File: config.mk
export PLATFORM = sky130hd
export DESIGN_NAME = dff_pipe
export DESIGN_NICKNAME = d
export VERILOG_FILES = /design/src/rtl/dff_pkg.sv /design/src/rtl/dff_stage.sv /design/src/rtl/dff_pipe.sv
export SDC_FILE = /design/constraint.sdc
export NUM_CORES = 1
export LEC_CHECK = 0
export CORE_UTILIZATION = 35
export CTS_CLUSTER_DIAMETER = 50
export DETAILED_ROUTE_END_ITERATION = 12
export PLACE_DENSITY = 0.75
export SYNTH_ARGS = -nofsm -noshare
export SYNTH_HDL_FRONTEND = slang
export SYNTH_SLANG_ARGS = --single-unit
File: constraint.sdc
create_clock -name clk -period 1.6 [get_ports clk]
set_input_delay 0.32 -clock clk [delete_from_list [all_inputs] [get_ports clk]]
set_output_delay 0.32 -clock clk [all_outputs]
set_load 0.02 [all_outputs]
File: src/rtl/dff_pkg.sv
// rtl/dff_pkg.sv - shared constants and helpers for the dff_pipe register pipeline
//
// Contents:
//   DFF_DEFAULT_WIDTH  data width used by the traffic-signal datapath
//   DFF_DEFAULT_DEPTH  stage count used by the traffic-signal datapath
//   occ_width(depth)   bits needed to count 0..depth occupied stages
package dff_pkg;

    localparam int DFF_DEFAULT_WIDTH = 8;
    localparam int DFF_DEFAULT_DEPTH = 2;

    function automatic int occ_width(input int depth);
        return $clog2(depth + 1);
    endfunction

endpackage

File: src/rtl/dff_stage.sv
// rtl/dff_stage.sv - one WIDTH-bit pipeline register with its valid bit
//
// Ports:
//   clk      in   rising-edge clock
//   reset    in   asynchronous active-high reset
//   en       in   load enable
//   clr      in   synchronous clear, wins over en
//   d        in   WIDTH  data in
//   d_valid  in   qualifies d
//   q        out  WIDTH  registered data
//   q_valid  out  registered valid
module dff_stage #(
    parameter int               WIDTH     = 8,
    parameter logic [WIDTH-1:0] RESET_VAL = '0
) (
    input  logic             clk,
    input  logic             reset,
    input  logic             en,
    input  logic             clr,
    input  logic [WIDTH-1:0] d,
    input  logic             d_valid,
    output logic [WIDTH-1:0] q,
    output logic             q_valid
);

    logic [WIDTH-1:0] data_d;
    logic [WIDTH-1:0] data_q;
    logic             valid_d;
    logic             valid_q;

    always_comb begin
        data_d  = data_q;
        valid_d = valid_q;
        if (clr) begin
            data_d  = RESET_VAL;
            valid_d = 1'b0;
        end else if (en) begin
            data_d  = d;
            valid_d = d_valid;
        end
    end

    always_ff @(posedge clk or posedge reset) begin
        if (reset) begin
            data_q  <= RESET_VAL;
            valid_q <= 1'b0;
        end else begin
            data_q  <= data_d;
            valid_q <= valid_d;
        end
    end

    assign q       = data_q;
    assign q_valid = valid_q;

endmodule

File: src/rtl/dff_pipe.sv
// rtl/dff_pipe.sv - parametrised multi-stage register pipeline with valid tracking and occupancy
//
// Ports:
//   clk      in   rising-edge clock
//   reset    in   asynchronous active-high reset
//   en       in   pipeline advances only when 1
//   clr      in   synchronous clear, wins over en
//   d        in   WIDTH  data into stage 0
//   d_valid  in   qualifies d
//   q        out  WIDTH  last-stage data
//   qbar     out  WIDTH  ~q
//   q_valid  out  last-stage valid
//   occ      out  occ_width(DEPTH)  stages currently holding valid data
//   rise     out  WIDTH  per-bit rising edge of q (0 unless DFF_PIPE_EDGE_DET_EN)
//   fall     out  WIDTH  per-bit falling edge of q (0 unless DFF_PIPE_EDGE_DET_EN)
//
// Build option: define DFF_PIPE_EDGE_DET_EN to build the q history register
// and drive rise/fall.
module dff_pipe
    import dff_pkg::*;
#(
    parameter int               WIDTH     = DFF_DEFAULT_WIDTH,
    parameter int               DEPTH     = DFF_DEFAULT_DEPTH,
    parameter logic [WIDTH-1:0] RESET_VAL = '0
) (
    input  logic                         clk,
    input  logic                         reset,
    input  logic                         en,
    input  logic                         clr,
    input  logic [WIDTH-1:0]             d,
    input  logic                         d_valid,
    output logic [WIDTH-1:0]             q,
    output logic [WIDTH-1:0]             qbar,
    output logic                         q_valid,
    output logic [occ_width(DEPTH)-1:0]  occ,
    output logic [WIDTH-1:0]             rise,
    output logic [WIDTH-1:0]             fall
);

    localparam int OW = occ_width(DEPTH);

    if (DEPTH < 1) begin : g_bad_depth
        $error("dff_pipe: DEPTH must be at least 1");
    end

    logic [DEPTH-1:0][WIDTH-1:0] stage_data;
    logic [DEPTH-1:0]            stage_valid;

    for (genvar i = 0; i < DEPTH; i++) begin : g_stage
        logic [WIDTH-1:0] stage_in;
        logic             stage_vin;

        if (i == 0) begin : g_first
            assign stage_in  = d;
            assign stage_vin = d_valid;
        end else begin : g_next
            assign stage_in  = stage_data[i-1];
            assign stage_vin = stage_valid[i-1];
        end

        dff_stage #(
            .WIDTH     (WIDTH),
            .RESET_VAL (RESET_VAL)
        ) u_stage (
            .clk     (clk),
            .reset   (reset),
            .en      (en),
            .clr     (clr),
            .d       (stage_in),
            .d_valid (stage_vin),
            .q       (stage_data[i]),
            .q_valid (stage_valid[i])
        );
    end

    // Occupancy is tracked incrementally rather than by popcount: one entry
    // in, one out per enabled edge. When full, the outgoing slot is valid, so
    // a valid input cannot push the count past DEPTH.
    logic [OW-1:0] occ_d;
    logic [OW-1:0] occ_q;

    always_comb begin
        occ_d = occ_q;
        if (clr) begin
            occ_d = '0;
        end else if (en) begin
            occ_d = occ_q + OW'(d_valid) - OW'(stage_valid[DEPTH-1]);
        end
    end

    always_ff @(posedge clk or posedge reset) begin
        if (reset) begin
            occ_q <= '0;
        end else begin
            occ_q <= occ_d;
        end
    end

    assign q       = stage_data[DEPTH-1];
    assign qbar    = ~stage_data[DEPTH-1];
    assign q_valid = stage_valid[DEPTH-1];
    assign occ     = occ_q;

`ifdef DFF_PIPE_EDGE_DET_EN
    // History of q sampled on every edge, ignoring en, so a pulse lasts
    // exactly one cycle even while the pipeline is stalled.
    logic [WIDTH-1:0] hist_d;
    logic [WIDTH-1:0] hist_q;

    always_comb begin
        hist_d = q;
        if (clr) begin
            hist_d = RESET_VAL;
        end
    end

    always_ff @(posedge clk or posedge reset) begin
        if (reset) begin
            hist_q <= RESET_VAL;
        end else begin
            hist_q <= hist_d;
        end
    end

    assign rise = q & ~hist_q;
    assign fall = ~q & hist_q;
`else
    assign rise = '0;
    assign fall = '0;
`endif

endmodule

==> After elaboration in Yosys (flattened, before gate mapping) <==
Cells that the tools add are included.
{ "totals": {"ramBits": 0, "in_bits": 13, "n_memories": 0, "reg_bits": 20, "latchBits": 0, "word_cells": 19, "out_inout_bits": 35, "mem_bits_ro": 0} }
{ "op_classes": {"n_mux": 10, "n_mul": 0, "add_sub_neg": 2, "div_mod_pow": 0, "bitwise_logic": 1, "n_eq_ne": 0, "n_lt_le_gt_ge": 0, "reduce_logical": 1, "shift": 0} }
{ "op_table": {"columns": ["op", "n"], "rows": [
  ["8-bit 2-to-1 mux", 4],
  ["8-bit NOT", 1],
  ["1-bit 2-to-1 mux", 4],
  ["2-bit 2-to-1 mux", 2],
  ["2-bit by 1-bit adder with 2-bit output", 1],
  ["2-bit nonzero test", 1],
  ["2-bit by 1-bit subtractor with 2-bit output", 1]
]} }

==> Depth between registers and ports, before layout <==
Gate-level depths: netlist of run 1.
{ "depth": {"word_depth": 4, "depth_mapped": 7, "mapped_depth_nobuf": 7} }

==> Hierarchy <==
Synthesis of run 1 repeated with hierarchy kept, for this count alone.
{ "hier_totals": {"cells_unflattened": 99, "hier_area_um2": 1022.2} }
{ "by_module_without_submodules": {"columns": ["module", "seq_area_each_um2", "cells_each", "n_inst", "area_each_um2"], "rows": [
  ["dff_stage", 225.2, 30, 2, 367.9],
  ["dff_pipe", 50.0, 39, 1, 286.5]
]} }

==> Worst setup path after synthesis of run 1 <==
Ideal clock, no wire load.
{ "synth_timing": {"path_kind": "reg-to-reg", "from": "register occ_q[0] (netlist: occ[0])", "to": "register occ_q[1] (netlist: occ[1])", "n_path_buf": 0, "required_time_ns": 1.480, "stages_incl_launch_ff": 8, "t_arrival_ns": 1.409, "synth_period_minus_slack_ns": 1.529, "path_slack_ns": 0.071, "setup_time_ns": 0.120, "path_cell_list": "dfrtp_1 > inv_1 > ha_1 > inv_1 > ha_1 > xor2_1 > a21oi_1 > a31o_2"} }
{ "synth_via": {"elab_chain_len": 4} }
{ "synth_rtl": {"columns": ["item", "line_no", "rtl"], "rows": [
  ["from (decl)", "dff_pipe.sv:80", "logic [OW-1:0] occ_q;"],
  ["from (signal assigned)", "dff_pipe.sv:93", "occ_q <= '0;"],
  ["from (signal assigned)", "dff_pipe.sv:95", "occ_q <= occ_d;"],
  ["2-bit by 1-bit adder with 2-bit output", "dff_pipe.sv:87", "occ_d = occ_q + OW'(d_valid) - OW'(stage_valid[DEPTH-1]);"],
  ["2-bit by 1-bit subtractor with 2-bit output", "dff_pipe.sv:87", null],
  ["2-bit 2-to-1 mux", "dff_pipe.sv:86", "end else if (en) begin"],
  ["2-bit 2-to-1 mux", "dff_pipe.sv:84", "if (clr) begin"]
]} }
No other way between the ends. The select of a mux whose other input is x is not followed.
A chain may end at the register's enable or synchronous reset.

==> Final worst setup path of run 1 <==
{ "layout_timing": {"from": "register g_stage[1].u_stage.valid_q", "to": "register occ_q[1] (netlist: occ[1])"} }
{ "layout_via": {"elab_chain_len": 3} }
{ "layout_rtl": {"columns": ["item", "line_no", "rtl"], "rows": [
  ["from (decl)", "dff_stage.sv:29", "logic valid_q;"],
  ["from (signal assigned)", "dff_stage.sv:49", "valid_q <= valid_d;"],
  ["2-bit by 1-bit subtractor with 2-bit output", "dff_pipe.sv:87", null],
  ["2-bit 2-to-1 mux", "dff_pipe.sv:86", null],
  ["2-bit 2-to-1 mux", "dff_pipe.sv:84", null]
]} }
No other way between the ends. The select of a mux whose other input is x is not followed.

==> results of run 1 <==
[through the flow]
step / cell area [um2] / power [mW] / cells / setup WS, ns
global placement: 1310 / 0.773 / 158 / 0.0555
floorplan: 1080 / 0.720 / 112 / 0.0709
finish: 1340 / 1.16 / 162 / 0.113
detailed placement: 1310 / 0.778 / 158 / 0.0172
global route: 1340 / 1.22 / 162 / 0.0262
CTS: 1340 / 1.17 / 162 / 0.0986
[layer usage]
layer / vias to the layer above / GRT usage / part of all wire
li1: 341 / - / -
met1: 314 / 0.128 / 0.44
met2: 30 / 0.199 / 0.49
met3: 2 / 0.0279 / 0.071
met4: 0 / 0.0627 / 0.0055
met5: - / 0 / 0
[flip-flops by register name (all words and copies together) (netlist names)]
signal                   flops
g_stage.u_stage.q_valid      2
occ                          2
g_stage.u_stage.q           16
[cell families after synthesis]
family          count (synthesis)  share of synthesized area
compound gates                  2                     0.0135
mux                            19                      0.187
buf+inv                        31                      0.193
xor+xnor                        1                    0.00859
fa+ha+maj                       2                     0.0245
other cells                     1                    0.00368
simple gates                   21                     0.0798
flops                          20                      0.491
[cells in the final DEF (no fill, tap or decap), drive strengths merged]
cell	netlist	final
clkbuf	0	3
inv	11	11
a21oi	1	1
mux2i	19	19
dfrtp	20	20
nor2	20	20
conb	1	16
bufinv	0	1
buf	20	4
ha	2	2
dlygate4sd2	0	19
clkdlybuf4s50	0	12
nand2b	1	1
xor2	1	1
a31o	1	1
[layout make-up]
type,count,area [um2]
Clock buffer,3,22.5
Inverter,11,41.3
Sequential cell,20,500
Timing Repair Buffer,35,329
Fill cell,269,1420
Multi-Input combinational cell,61,379
Tap cell,31,38.8
Clock inverter,1,30.0
[where the power goes]
part	switching (mW)	internal, mW
sequential	0.0154	0.530
clock	0.156	0.253
combinational	0.120	0.0868
[tightest hold or removal path: stages]
cell and delay (ns):
sky130_fd_sc_hd__clkdlybuf4s50_1 0.39, sky130_fd_sc_hd__inv_1 0.05, sky130_fd_sc_hd__buf_4 0.25
[path summary, 6_finish.rpt]
kind | start | end | depth (start not counted) | slack [ns]
max in group asynchronous | reset | g_stage[0].u_stage.q_valid | 3 | 1.07
min in group clk | g_stage[0].u_stage.q[6] | g_stage[0].u_stage.q[6] | 2 | 0.53
min | reset | g_stage[0].u_stage.q[7] | 3 | 0.32
max | g_stage[1].u_stage.q_valid | occ[1] | 6 | 0.11
min reg2reg | g_stage[0].u_stage.q[6] | g_stage[0].u_stage.q[6] | 2 | 0.53
max reg2reg | g_stage[1].u_stage.q_valid | occ[1] | 6 | 0.11
==> load_flow_metrics.sql, run 1 <==
INSERT INTO impl_metrics (metric_group, metric, value, unit) VALUES
('sta', 'fin_hold_ws', '0.323', 'ns'),
('status', 'outcome', 'finished, final reports clean', ''),
('synthesis', 'synth_area_leader_cell', 'sky130_fd_sc_hd__dfrtp_1', ''),
('critical_path', 'worst-endpoint-required', '1.79', 'ns'),
('sta', 'final_count_of_pins_violating_max_slew', '0', ''),
('synthesis', 'synth-seq-cells', '20', ''),
('synthesis', 'synth.distinct_cells', '13', ''),
('sta', 'final.setup_skew', '0.0106', 'ns'),
('sta', 'setup_tns', '0', 'ns'),
('place', 'gpl_congestion', '0.626', ''),
('global_routing', 'grt_remaining_overflow', '0', ''),
('floorplan', 'die_width', '56.0', 'um'),
('synthesis', 'number_of_enable_type_register_cells_in_the_synthesized_netlist', '0', ''),
('place', 'portBuffers', '31', ''),
('sta', 'final-hold-violation-count', '0', ''),
('critical_path', 'cpMostUsedCell', 'sky130_fd_sc_hd__ha_1', ''),
('floorplan', 'io_pins', '48', ''),
('critical_path', 'crit_path_start_kind', 'register', ''),
('cells_and_area', 'final_layout_size_suffix_gt1_frac', '0.0687', ''),
('cts', 'ctsLongestPathBuffers', '2', ''),
('synthesis', 'seq_area_frac_synth', '0.491', ''),
('synthesis', 'synth_flop_cell', 'sky130_fd_sc_hd__dfrtp_1', ''),
('cts', 'postCtsResizedCells', '19', ''),
('critical_path', 'cpLargestDelayFamily', 'adder cells', ''),
('sta', 'grt_setup_unrepaired', 'no', ''),
('power', 'cellPowerDensity', '866', 'nW/um2'),
('cts', 'total_clock_sinks', '20', ''),
('global_routing', 'grt_pass1_wl', '2830', 'um'),
('floorplan', 'die-height', '56.0', 'um'),
('critical_path', 'critPathKind', 'register to register', ''),
('cells_and_area', 'number_of_antenna_repair_diodes', '0', ''),
('worst_hold_path', 'hold_path.class', 'input pin to asynchronous set/reset pin', ''),
('critical_path', 'cp_cell_instances', 'ha_1 > inv_1 > ha_1 > xor2_1 > a21oi_1 > a31o_2', ''),
('cts', 'cts.reportedPaths.clkPinSlew', '0.12', 'ns'),
('drt', 'viasPerCell', '4.24', ''),
('drt', 'drc', '0', ''),
('sta', 'setup_violations', '0', ''),
('synthesis', 'synthTopCellsByArea', 'sky130_fd_sc_hd__dfrtp_1 49%, sky130_fd_sc_hd__mux2i_1 19%, sky130_fd_sc_hd__buf_4 13%, sky130_fd_sc_hd__nor2_1 7.4%, sky130_fd_sc_hd__inv_1 4.0%', ''),
('run', 'maxCapViolCount', '0', ''),
('cts', 'post_cts.repair.setup_buffers', '0', ''),
('synthesis', 'postSynth.asyncResetShare', '1.00', ''),
('cts', 'htree_num_levels', '1', ''),
('synthesis', 'mappedNetlistArea', '1020', 'um2'),
('drt', 'routed_wl', '1630', 'um'),
('global_routing', 'antenna_violations_before_repair', '0', ''),
('synthesis', 'fraction_of_synthesized_cell_area_taken_by_the_top_area_cell_type', '0.491', ''),
('cells_and_area', 'synthToLayoutAreaGrowth', '31.5', '%'),
('global_routing', 'grt_pass1_vias', '666', ''),
('floorplan', 'fp.coreArea', '2760', 'um2'),
('global_routing', 'grt_max_degree', '22', ''),
('cts', 'clk_latency', '0.30', 'ns'),
('synthesis', 'mean_instance_size_in_the_synthesized_netlist', '10.5', 'um2'),
('cts', 'clockRootBuffer', 'sky130_fd_sc_hd__clkbuf_4', ''),
('global_routing', 'track_usage', '0.115', ''),
('critical_path', 'end_kind', 'register', ''),
('critical_path', 'arrival', '1.68', 'ns'),
('cts', 'cts_hold_repair.buffers', '0', ''),
('synthesis', 'yosys-top-cells-count', '20 x sky130_fd_sc_hd__dfrtp_1, 20 x sky130_fd_sc_hd__nor2_1, 19 x sky130_fd_sc_hd__mux2i_1, 17 x sky130_fd_sc_hd__buf_4, 11 x sky130_fd_sc_hd__inv_1', ''),
('cells_and_area', 'final_core_utilization', '0.486', ''),
('critical_path', 'critical_path.n_buffers_inverters', '1', ''),
('drt', 'route.vias.total', '687', ''),
('drt', 'post_drt_wl_per_cell', '10.0', 'um'),
('place', 'dp_hpwl', '1220', 'um'),
('cells_and_area', 'design.final.nets', '147', ''),
('floorplan', 'initial_utilization', '0.370', ''),
('cts', 'clock_tree_from_tritoncts', 'done', ''),
('critical_path', 'crit_path_max_incr_delay', '0.42', 'ns'),
('drt', 'drt_pre_antenna_iters', '2', ''),
('power', 'ir_drop', '0.697', 'mV'),
('critical_path', 'path_max_fanout', '3', ''),
('power', 'static-leakage-power', '0.727', 'nW');
Power figures use the tool's default switching activity.
==> run 2, diff against run 1 <==
--- a/config.mk
+++ b/config.mk
@@ -8,7 +8,7 @@
 export CORE_UTILIZATION = 35
 export CTS_CLUSTER_DIAMETER = 50
 export DETAILED_ROUTE_END_ITERATION = 12
-export PLACE_DENSITY = 0.75
+export PLACE_DENSITY = 0.73
 export SYNTH_ARGS = -nofsm -noshare
 export SYNTH_HDL_FRONTEND = slang
 export SYNTH_SLANG_ARGS = --single-unit
==> constraint.sdc (replaced) <==
create_clock -name clk -period 1.35 [get_ports clk]
set_input_delay 0.27 -clock clk [delete_from_list [all_inputs] [get_ports clk]]
set_output_delay 0.27 -clock clk [all_outputs]
set_load 0.02 [all_outputs]
==> run 2 against run 1 <==
Effect of this change: the run now ends with setup timing left; setup slack got worse by 0.17 ns; design area increased by 2.1%; sequential share of layout area decreased by 0.57 points; clock-buffer cell count unchanged; cell count increased by 1.9%; critical path type unchanged; largest power group unchanged.
==> load_flow_metrics.sql, run 2 (synthesized netlist as in run 1, its figures left out) <==
INSERT INTO impl_metrics (metric_group, metric, value, unit) VALUES
('power', 'power_internal', '1.04', 'mW'),
('drt', 'viasPerCell', '4.30', ''),
('cts', 'clockRootBuffer', 'sky130_fd_sc_hd__clkbuf_4', ''),
('global_routing', 'grt_remaining_overflow', '0', ''),
('sta', 'post-route-period-util', '1.04', ''),
('cells_and_area', 'final_layout_size_suffix_gt1_frac', '0.224', ''),
('drt', 'antenna_left', '0', ''),
('critical_path', 'r2r-end', 'occ[1]', ''),
('place', 'dp_hpwl', '1280', 'um'),
('global_routing', 'grt_max_degree', '21', ''),
('cells_and_area', 'multi_input_area', '412', 'um2'),
('critical_path', 'r2r-start', 'g_stage[1].u_stage.q_valid', ''),
('cells_and_area', 'final-instance-count-excl-fill', '165', ''),
('floorplan', 'total_number_of_placement_rows', '19', ''),
('sta', 'setup_tns', '-0.0537', 'ns'),
('drt', 'drc_violation_total_after_the_first_tritonroute_iteration', '7', ''),
('cells_and_area', 'synthToLayoutAreaGrowth', '34.2', '%'),
('cells_and_area', 'number_of_antenna_repair_diodes', '0', ''),
('power', 'power.switching_fraction', '0.251', ''),
('floorplan', 'die-height', '56.0', 'um'),
('cts', 'ctsLongestPathBuffers', '2', ''),
('critical_path', 'worst-endpoint-required', '1.54', 'ns'),
('power', 'proportion_of_power_drawn_by_combinational_gates', '0.192', ''),
('drt', 'route.vias.total', '710', ''),
('power', 'ir_drop', '0.686', 'mV'),
('cts', 'tritoncts_buffers', '3', ''),
('sta', 'grt_setup_unrepaired', 'yes', ''),
('status', 'outcome', 'complete, but fails checks', ''),
('critical_path', 'reg2reg_slack', '-0.05', 'ns'),
('power', 'clock_network_fraction_of_design_power', '0.344', ''),
('sta', 'final.setup_skew', '0.00807', 'ns'),
('cells_and_area', 'flip_flop_count_of_the_largest_register_after_layout', '16', ''),
('drt', 'routed_wl', '1680', 'um'),
('critical_path', 'arrival', '1.60', 'ns'),
('floorplan', 'io_pins', '48', ''),
('cts', 'htree_num_levels', '1', ''),
('sta', 'final-hold-violation-count', '0', ''),
('worst_hold_path', 'hold_path.class', 'input pin to asynchronous set/reset pin', ''),
('drt', 'post_drt_wl_per_cell', '10.2', 'um'),
('place', 'portBuffers', '31', ''),
('place', 'gpl_congestion', '0.623', ''),
('drt', 'drt_pre_antenna_iters', '2', ''),
('global_routing', 'antenna_violations_before_repair', '0', ''),
('power', 'static-leakage-power', '0.724', 'nW'),
('place', 'place_inst', '161', ''),
('cells_and_area', 'design.final.nets', '150', ''),
('critical_path', 'reg2regPathDepth', '6', ''),
('sta', 'final.setup.worst_slack', '-0.0537', 'ns'),
('critical_path', 'end_kind', 'register', ''),
('floorplan', 'initial_utilization', '0.370', ''),
('cells_and_area', 'register_area', '503', 'um2'),
('sta', 'fin_hold_ws', '0.273', 'ns'),
('critical_path', 'path_max_fanout', '2', ''),
('floorplan', 'floorplan.die_area', '3130', 'um2'),
('sta', 'max_freq', '0.712', 'GHz'),
('cells_and_area', 'most-common-layout-cells', '20 x sky130_fd_sc_hd__nor2_1, 19 x sky130_fd_sc_hd__mux2i_1, 18 x sky130_fd_sc_hd__dfrtp_1', ''),
('place', 'dp_slack', '-0.163', 'ns'),
('sta', 'setup_violations', '1', ''),
('drt', 'drc', '0', ''),
('power', 'switching_power', '0.349', 'mW'),
('power', 'final_total_pwr', '1.39', 'mW'),
('sta', 'layout_min_cycle_time', '1.40', 'ns'),
('global_routing', 'grt_pass1_wl', '2760', 'um'),
('cts', 'clk_latency', '0.30', 'ns'),
('cells_and_area', 'n_fill_cell', '273', ''),
('floorplan', 'fp.coreArea', '2760', 'um2'),
('global_routing', 'track_usage', '0.116', ''),
('status', 'violations', 'setup timing', ''),
('cts', 'total_clock_sinks', '20', ''),
('sta', 'final_count_of_pins_violating_max_slew', '0', ''),
('power', 'power_frac_seq', '0.464', ''),
('cells_and_area', 'layout_commonest_cell', 'sky130_fd_sc_hd__nor2_1', ''),
('critical_path', 'crit_path_start_kind', 'register', ''),
('critical_path', 'critPathKind', 'register to register', ''),
('run', 'maxCapViolCount', '0', ''),
('global_routing', 'grt_pass1_vias', '658', ''),
('cts', 'cts.reportedPaths.clkPinSlew', '0.11', 'ns'),
('cts', 'clock_tree_from_tritoncts', 'done', ''),
('floorplan', 'die_width', '56.0', 'um'),
('power', 'cellPowerDensity', '1020', 'nW/um2');
-- run 2: cell count changes in the layout (fill, tap and decap cells not counted), sizes merged --
cell	change
buf	+7
clkbuf	+6
clkdlybuf4s15	+5
dlygate4sd2	-15
-- run 2: power by group through the flow --
stage | Combinational [mW] | Clock, mW | Sequential [mW]
floorplan | 0.190 | 0 | 0.674
global placement | 0.279 | 0 | 0.658
detailed placement | 0.285 | 0 | 0.658
CTS | 0.277 | 0.493 | 0.647
global route | 0.294 | 0.513 | 0.651
finish | 0.268 | 0.480 | 0.646
-- run 2: per-layer routing --
metal	track usage	wire length, um	vias to the layer above
li1	-	-	341
met1	0.127	658	332
met2	0.199	866	32
met3	0.0372	128	5
met4	0.0627	29	0
met5	0	0	-
-- run 2: worst max path at each step --
stage | from | to | slack, ns | cells past startpoint
6_report | g_stage[1].u_stage.q_valid | occ[1] | -0.05 | 6
5_1_grt | g_stage[1].u_stage.q_valid | occ[1] | -0.10 | 6
4_1_cts | g_stage[1].u_stage.q_valid | occ[1] | -0.06 | 6
3_5_place_dp | d_valid | occ[1] | -0.16 | 5
3_3_place_gp | d_valid | occ[1] | -0.14 | 5
2_1_floorplan | g_stage[1].u_stage.q_valid | occ[1] | -0.12 | 6
-- run 2: through the flow --
step                      cell area (um2)  utilization
after floorplan                      1100            -
after global placement               1360        0.494
after detailed placement             1360        0.494
after CTS                            1410        0.512
after global routing                 1370        0.496
final                                1370        0.496
-- run 2: area by class of cell --
cell class              instances  area share
well taps                      31      0.0283
clock inverters                 1      0.0219
inverters                      11      0.0302
flip-flops and latches         20       0.367
multi-input cells              61       0.301
repair buffers                 38       0.235
clock buffers                   3      0.0165
-- run 2: timing repair --
item	4_1_cts	5_1_grt
pin swaps	3	0
hold buffers	0	0
gates resized for setup	36	14
setup endpoints to repair	20	13
setup buffers	0	0
-- run 2: critical path, cell delays in order (launching register included) --
cell and delay [ns]:
sky130_fd_sc_hd__dfrtp_2 0.44, sky130_fd_sc_hd__ha_4 0.27, sky130_fd_sc_hd__inv_2 0.03, sky130_fd_sc_hd__ha_4 0.15, sky130_fd_sc_hd__xor2_2 0.13, sky130_fd_sc_hd__a21oi_1 0.08
sky130_fd_sc_hd__a31o_2 0.21
==> run 3, diff against run 2 <==
--- a/config.mk
+++ b/config.mk
@@ -5,10 +5,11 @@
 export SDC_FILE = /design/constraint.sdc
 export NUM_CORES = 1
 export LEC_CHECK = 0
+export ABC_AREA = 1
 export CORE_UTILIZATION = 35
 export CTS_CLUSTER_DIAMETER = 50
 export DETAILED_ROUTE_END_ITERATION = 12
-export PLACE_DENSITY = 0.73
+export PLACE_DENSITY = 0.74
 export SYNTH_ARGS = -nofsm -noshare
 export SYNTH_HDL_FRONTEND = slang
 export SYNTH_SLANG_ARGS = --single-unit
==> run 3 against run 2 <==
Effect of this change: the run now ends clean; via count up 4.1%; fmax up 9.2%; sequential power down 1%; register-to-register slack better by 0.12 ns; utilization down 1.3 points; global-route usage up 2.6 points; clock skew down 0.0053 ns; area after synthesis down 4.2%; clock power down 44%; total power down 18%.
==> load_flow_metrics.sql, run 3 <==
INSERT INTO impl_metrics (metric_group, metric, value, unit) VALUES
('status', 'outcome', 'finished, final reports clean', ''),
('floorplan', 'initial_utilization', '0.381', ''),
('critical_path', 'worst-endpoint-required', '1.08', 'ns'),
('cells_and_area', 'n_fill_cell', '271', ''),
('synthesis', 'number_of_enable_type_register_cells_in_the_synthesized_netlist', '0', ''),
('synthesis', 'seq_area_frac_synth', '0.512', ''),
('power', 'static-leakage-power', '0.655', 'nW'),
('critical_path', 'crit_path_max_incr_delay', '0.40', 'ns'),
('global_routing', 'grt_pass1_vias', '691', ''),
('power', 'power.switching_fraction', '0.285', ''),
('global_routing', 'grt_remaining_overflow', '0', ''),
('synthesis', 'synthTopCellsByArea', 'sky130_fd_sc_hd__dfrtp_1 51%, sky130_fd_sc_hd__buf_4 12%, sky130_fd_sc_hd__inv_1 8.8%, sky130_fd_sc_hd__nand2_1 6.5%, sky130_fd_sc_hd__o22ai_1 5.1%', ''),
('floorplan', 'fp.coreArea', '2570', 'um2'),
('synthesis', 'fraction_of_synthesized_cell_area_taken_by_the_top_area_cell_type', '0.512', ''),
('cts', 'htree_num_levels', '1', ''),
('power', 'cellPowerDensity', '919', 'nW/um2'),
('floorplan', 'die-height', '54.8', 'um'),
('place', 'dp_slack', '-0.0392', 'ns'),
('drt', 'antenna_left', '0', ''),
('place', 'dp_hpwl', '1360', 'um'),
('synthesis', 'synth.distinct_cells', '16', ''),
('cts', 'total_clock_sinks', '20', ''),
('run', 'maxCapViolCount', '0', ''),
('sta', 'grt_setup_unrepaired', 'no', ''),
('drt', 'viasPerCell', '4.30', ''),
('cts', 'tritoncts_buffers', '3', ''),
('global_routing', 'antenna_violations_before_repair', '0', ''),
('floorplan', 'die_width', '54.8', 'um'),
('power', 'ir_drop', '0.512', 'mV'),
('sta', 'final_count_of_pins_violating_max_slew', '0', ''),
('power', 'power_internal', '0.815', 'mW'),
('sta', 'final-hold-violation-count', '0', ''),
('cells_and_area', 'final-instance-count-excl-fill', '172', ''),
('cts', 'cts_hold_repair.buffers', '0', ''),
('critical_path', 'cp_cell_instances', 'dlygate4sd2_1', ''),
('power', 'proportion_of_power_drawn_by_combinational_gates', '0.205', ''),
('cells_and_area', 'design.final.nets', '159', ''),
('cells_and_area', 'final_core_utilization', '0.483', ''),
('sta', 'fin_hold_ws', '0.285', 'ns'),
('drt', 'route.vias.total', '739', ''),
('sta', 'post-route-period-util', '0.952', ''),
('cells_and_area', 'layout_commonest_cell', 'sky130_fd_sc_hd__inv_1', ''),
('cts', 'clock_tree_from_tritoncts', 'done', ''),
('drt', 'drc', '0', ''),
('critical_path', 'critical_path.slowest_cell', 'sky130_fd_sc_hd__dfrtp_1', ''),
('cts', 'clockRootBuffer', 'sky130_fd_sc_hd__clkbuf_4', ''),
('place', 'portBuffers', '31', ''),
('synthesis', 'synth_flop_cell', 'sky130_fd_sc_hd__dfrtp_1', ''),
('global_routing', 'grt_max_degree', '21', ''),
('cells_and_area', 'most-common-layout-cells', '22 x sky130_fd_sc_hd__inv_1, 20 x sky130_fd_sc_hd__dfrtp_1, 17 x sky130_fd_sc_hd__nand2_1', ''),
('floorplan', 'io_pins', '48', ''),
('place', 'place_inst', '169', ''),
('critical_path', 'critPathKind', 'register to output port', ''),
('critical_path', 'arrival', '1.02', 'ns'),
('worst_hold_path', 'hold_path.class', 'input pin to asynchronous set/reset pin', ''),
('cts', 'ctsLongestPathBuffers', '2', ''),
('synthesis', 'yosysWarnings', '0', ''),
('synthesis', 'yosys-top-cells-count', '23 x sky130_fd_sc_hd__inv_1, 20 x sky130_fd_sc_hd__dfrtp_1, 17 x sky130_fd_sc_hd__nand2_1, 16 x sky130_fd_sc_hd__buf_4, 8 x sky130_fd_sc_hd__o22ai_1', ''),
('critical_path', 'cpLargestDelayFamily', 'flip-flops', ''),
('synthesis', 'synth_cells', '107', ''),
('drt', 'drc_violation_total_after_the_first_tritonroute_iteration', '12', ''),
('place', 'gpl_congestion', '0.763', ''),
('cts', 'clk_latency', '0.29', 'ns'),
('sta', 'final.setup.worst_slack', '0.0650', 'ns'),
('synthesis', 'postSynth.asyncResetShare', '1.00', ''),
('sta', 'setup_violations', '0', ''),
('synthesis', 'synth-seq-cells', '20', ''),
('cts', 'cts.reportedPaths.clkPinSlew', '0.10', 'ns'),
('global_routing', 'grt_pass1_wl', '2940', 'um'),
('cells_and_area', 'synthToLayoutAreaGrowth', '27.0', '%'),
('critical_path', 'crit_path_start_kind', 'register', ''),
('power', 'clock_network_fraction_of_design_power', '0.235', ''),
('sta', 'max_freq', '0.778', 'GHz'),
('power', 'power_frac_seq', '0.560', ''),
('sta', 'layout_min_cycle_time', '1.29', 'ns'),
('cells_and_area', 'final_layout_size_suffix_gt1_frac', '0.162', ''),
('drt', 'routed_wl', '1770', 'um'),
('synthesis', 'synth_area_leader_cell', 'sky130_fd_sc_hd__dfrtp_1', ''),
('drt', 'drt_pre_antenna_iters', '4', ''),
('floorplan', 'floorplan.die_area', '3010', 'um2'),
('global_routing', 'track_usage', '0.142', ''),
('sta', 'final.setup_skew', '0.00277', 'ns'),
('critical_path', 'end_kind', 'output port', ''),
('cts', 'post_cts.repair.setup_buffers', '0', ''),
('cells_and_area', 'flip_flop_count_of_the_largest_register_after_layout', '16', ''),
('floorplan', 'total_number_of_placement_rows', '18', ''),
('cells_and_area', 'number_of_antenna_repair_diodes', '0', ''),
('critical_path', 'path_max_fanout', '2', ''),
('power', 'switching_power', '0.325', 'mW'),
('critical_path', 'critical_path.n_buffers_inverters', '1', ''),
('synthesis', 'mappedNetlistArea', '977', 'um2'),
('synthesis', 'mean_instance_size_in_the_synthesized_netlist', '9.13', 'um2'),
('synthesis', 'yosysMostFrequentCell', 'sky130_fd_sc_hd__inv_1', ''),
('drt', 'post_drt_wl_per_cell', '10.3', 'um');
==> run 3: cell count changes after synthesis, sizes merged, moves of 8 or more <==
cell / delta
inv: +14
mux2i: -19
nand2: +18
nor2: -19
o21ai: +11
o22ai: +8
==> run 3: cell families after synthesis <==
kind of cell | share of synthesized area
AND/OR/NAND/NOR | 0.101
buffers and inverters | 0.242
AO/OA/AOI/OAI | 0.115
adder cells (fa/ha/maj) | 0.0256
other | 0.00384
flip-flops | 0.512
==> run 3: cell type report <==
cell class | instances | area, um2 | share of cell area
clock buffer | 3 | 22.5 | 0.0181
inverter | 25 | 93.8 | 0.0756
multi-input combinational | 59 | 299 | 0.241
sequential | 20 | 500 | 0.403
tap | 30 | 37.5 | 0.0302
timing repair buffer | 35 | 288 | 0.232
==> run 3: worst paths after layout <==
| kind | from | endpoint | slack, ns | cells past startpoint |
|---|---|---|---|---|
| min reg2reg | g_stage[0].u_stage.q_valid | g_stage[0].u_stage.q_valid | 0.53 | 2 |
| min in group clk | d[0] | g_stage[0].u_stage.q[0] | 0.53 | 3 |
| max | g_stage[1].u_stage.q[2] | q[2] | 0.06 | 1 |
| min | reset | g_stage[1].u_stage.q[4] | 0.28 | 3 |
| max in group asynchronous | reset | g_stage[1].u_stage.q_valid | 0.86 | 3 |
| max reg2reg | g_stage[1].u_stage.q_valid | occ[1] | 0.06 | 6 |
==> run 3: metrics by stage <==
step | TNS, ns | area, um2 | total power [mW]
finish | 0 | 1240 | 1.14
CTS | 0 | 1280 | 1.15
floorplan | 0 | 1030 | 0.834
global placement | -0.00137 | 1270 | 0.897
detailed placement | -0.319 | 1270 | 0.903
global route | 0 | 1240 | 1.22
==> run 3: power groups by stage <==
| stage | clock, mW | combinational [mW] | sequential [mW] |
|---|---|---|---|
| CTS | 0.277 | 0.239 | 0.638 |
| floorplan | 0 | 0.166 | 0.667 |
| global placement | 0 | 0.246 | 0.650 |
| detailed placement | 0 | 0.252 | 0.650 |
| global route | 0.314 | 0.261 | 0.643 |
| finish | 0.268 | 0.234 | 0.638 |
==> run 3: per-layer routing <==
| metal | share of wire | vias up | track usage |
|---|---|---|---|
| met5 | 0 | - | 0 |
| met4 | 0.0096 | 0 | 0.0641 |
| met3 | 0.072 | 2 | 0.0278 |
| met2 | 0.47 | 36 | 0.237 |
| met1 | 0.44 | 331 | 0.174 |
| li1 | - | 370 | - |
==> run 3: what timing repair did <==
action                     CTS  global route
pin swaps                    0             1
cloned                       0             0
setup endpoints to repair   19            10
gates resized for setup     27            11
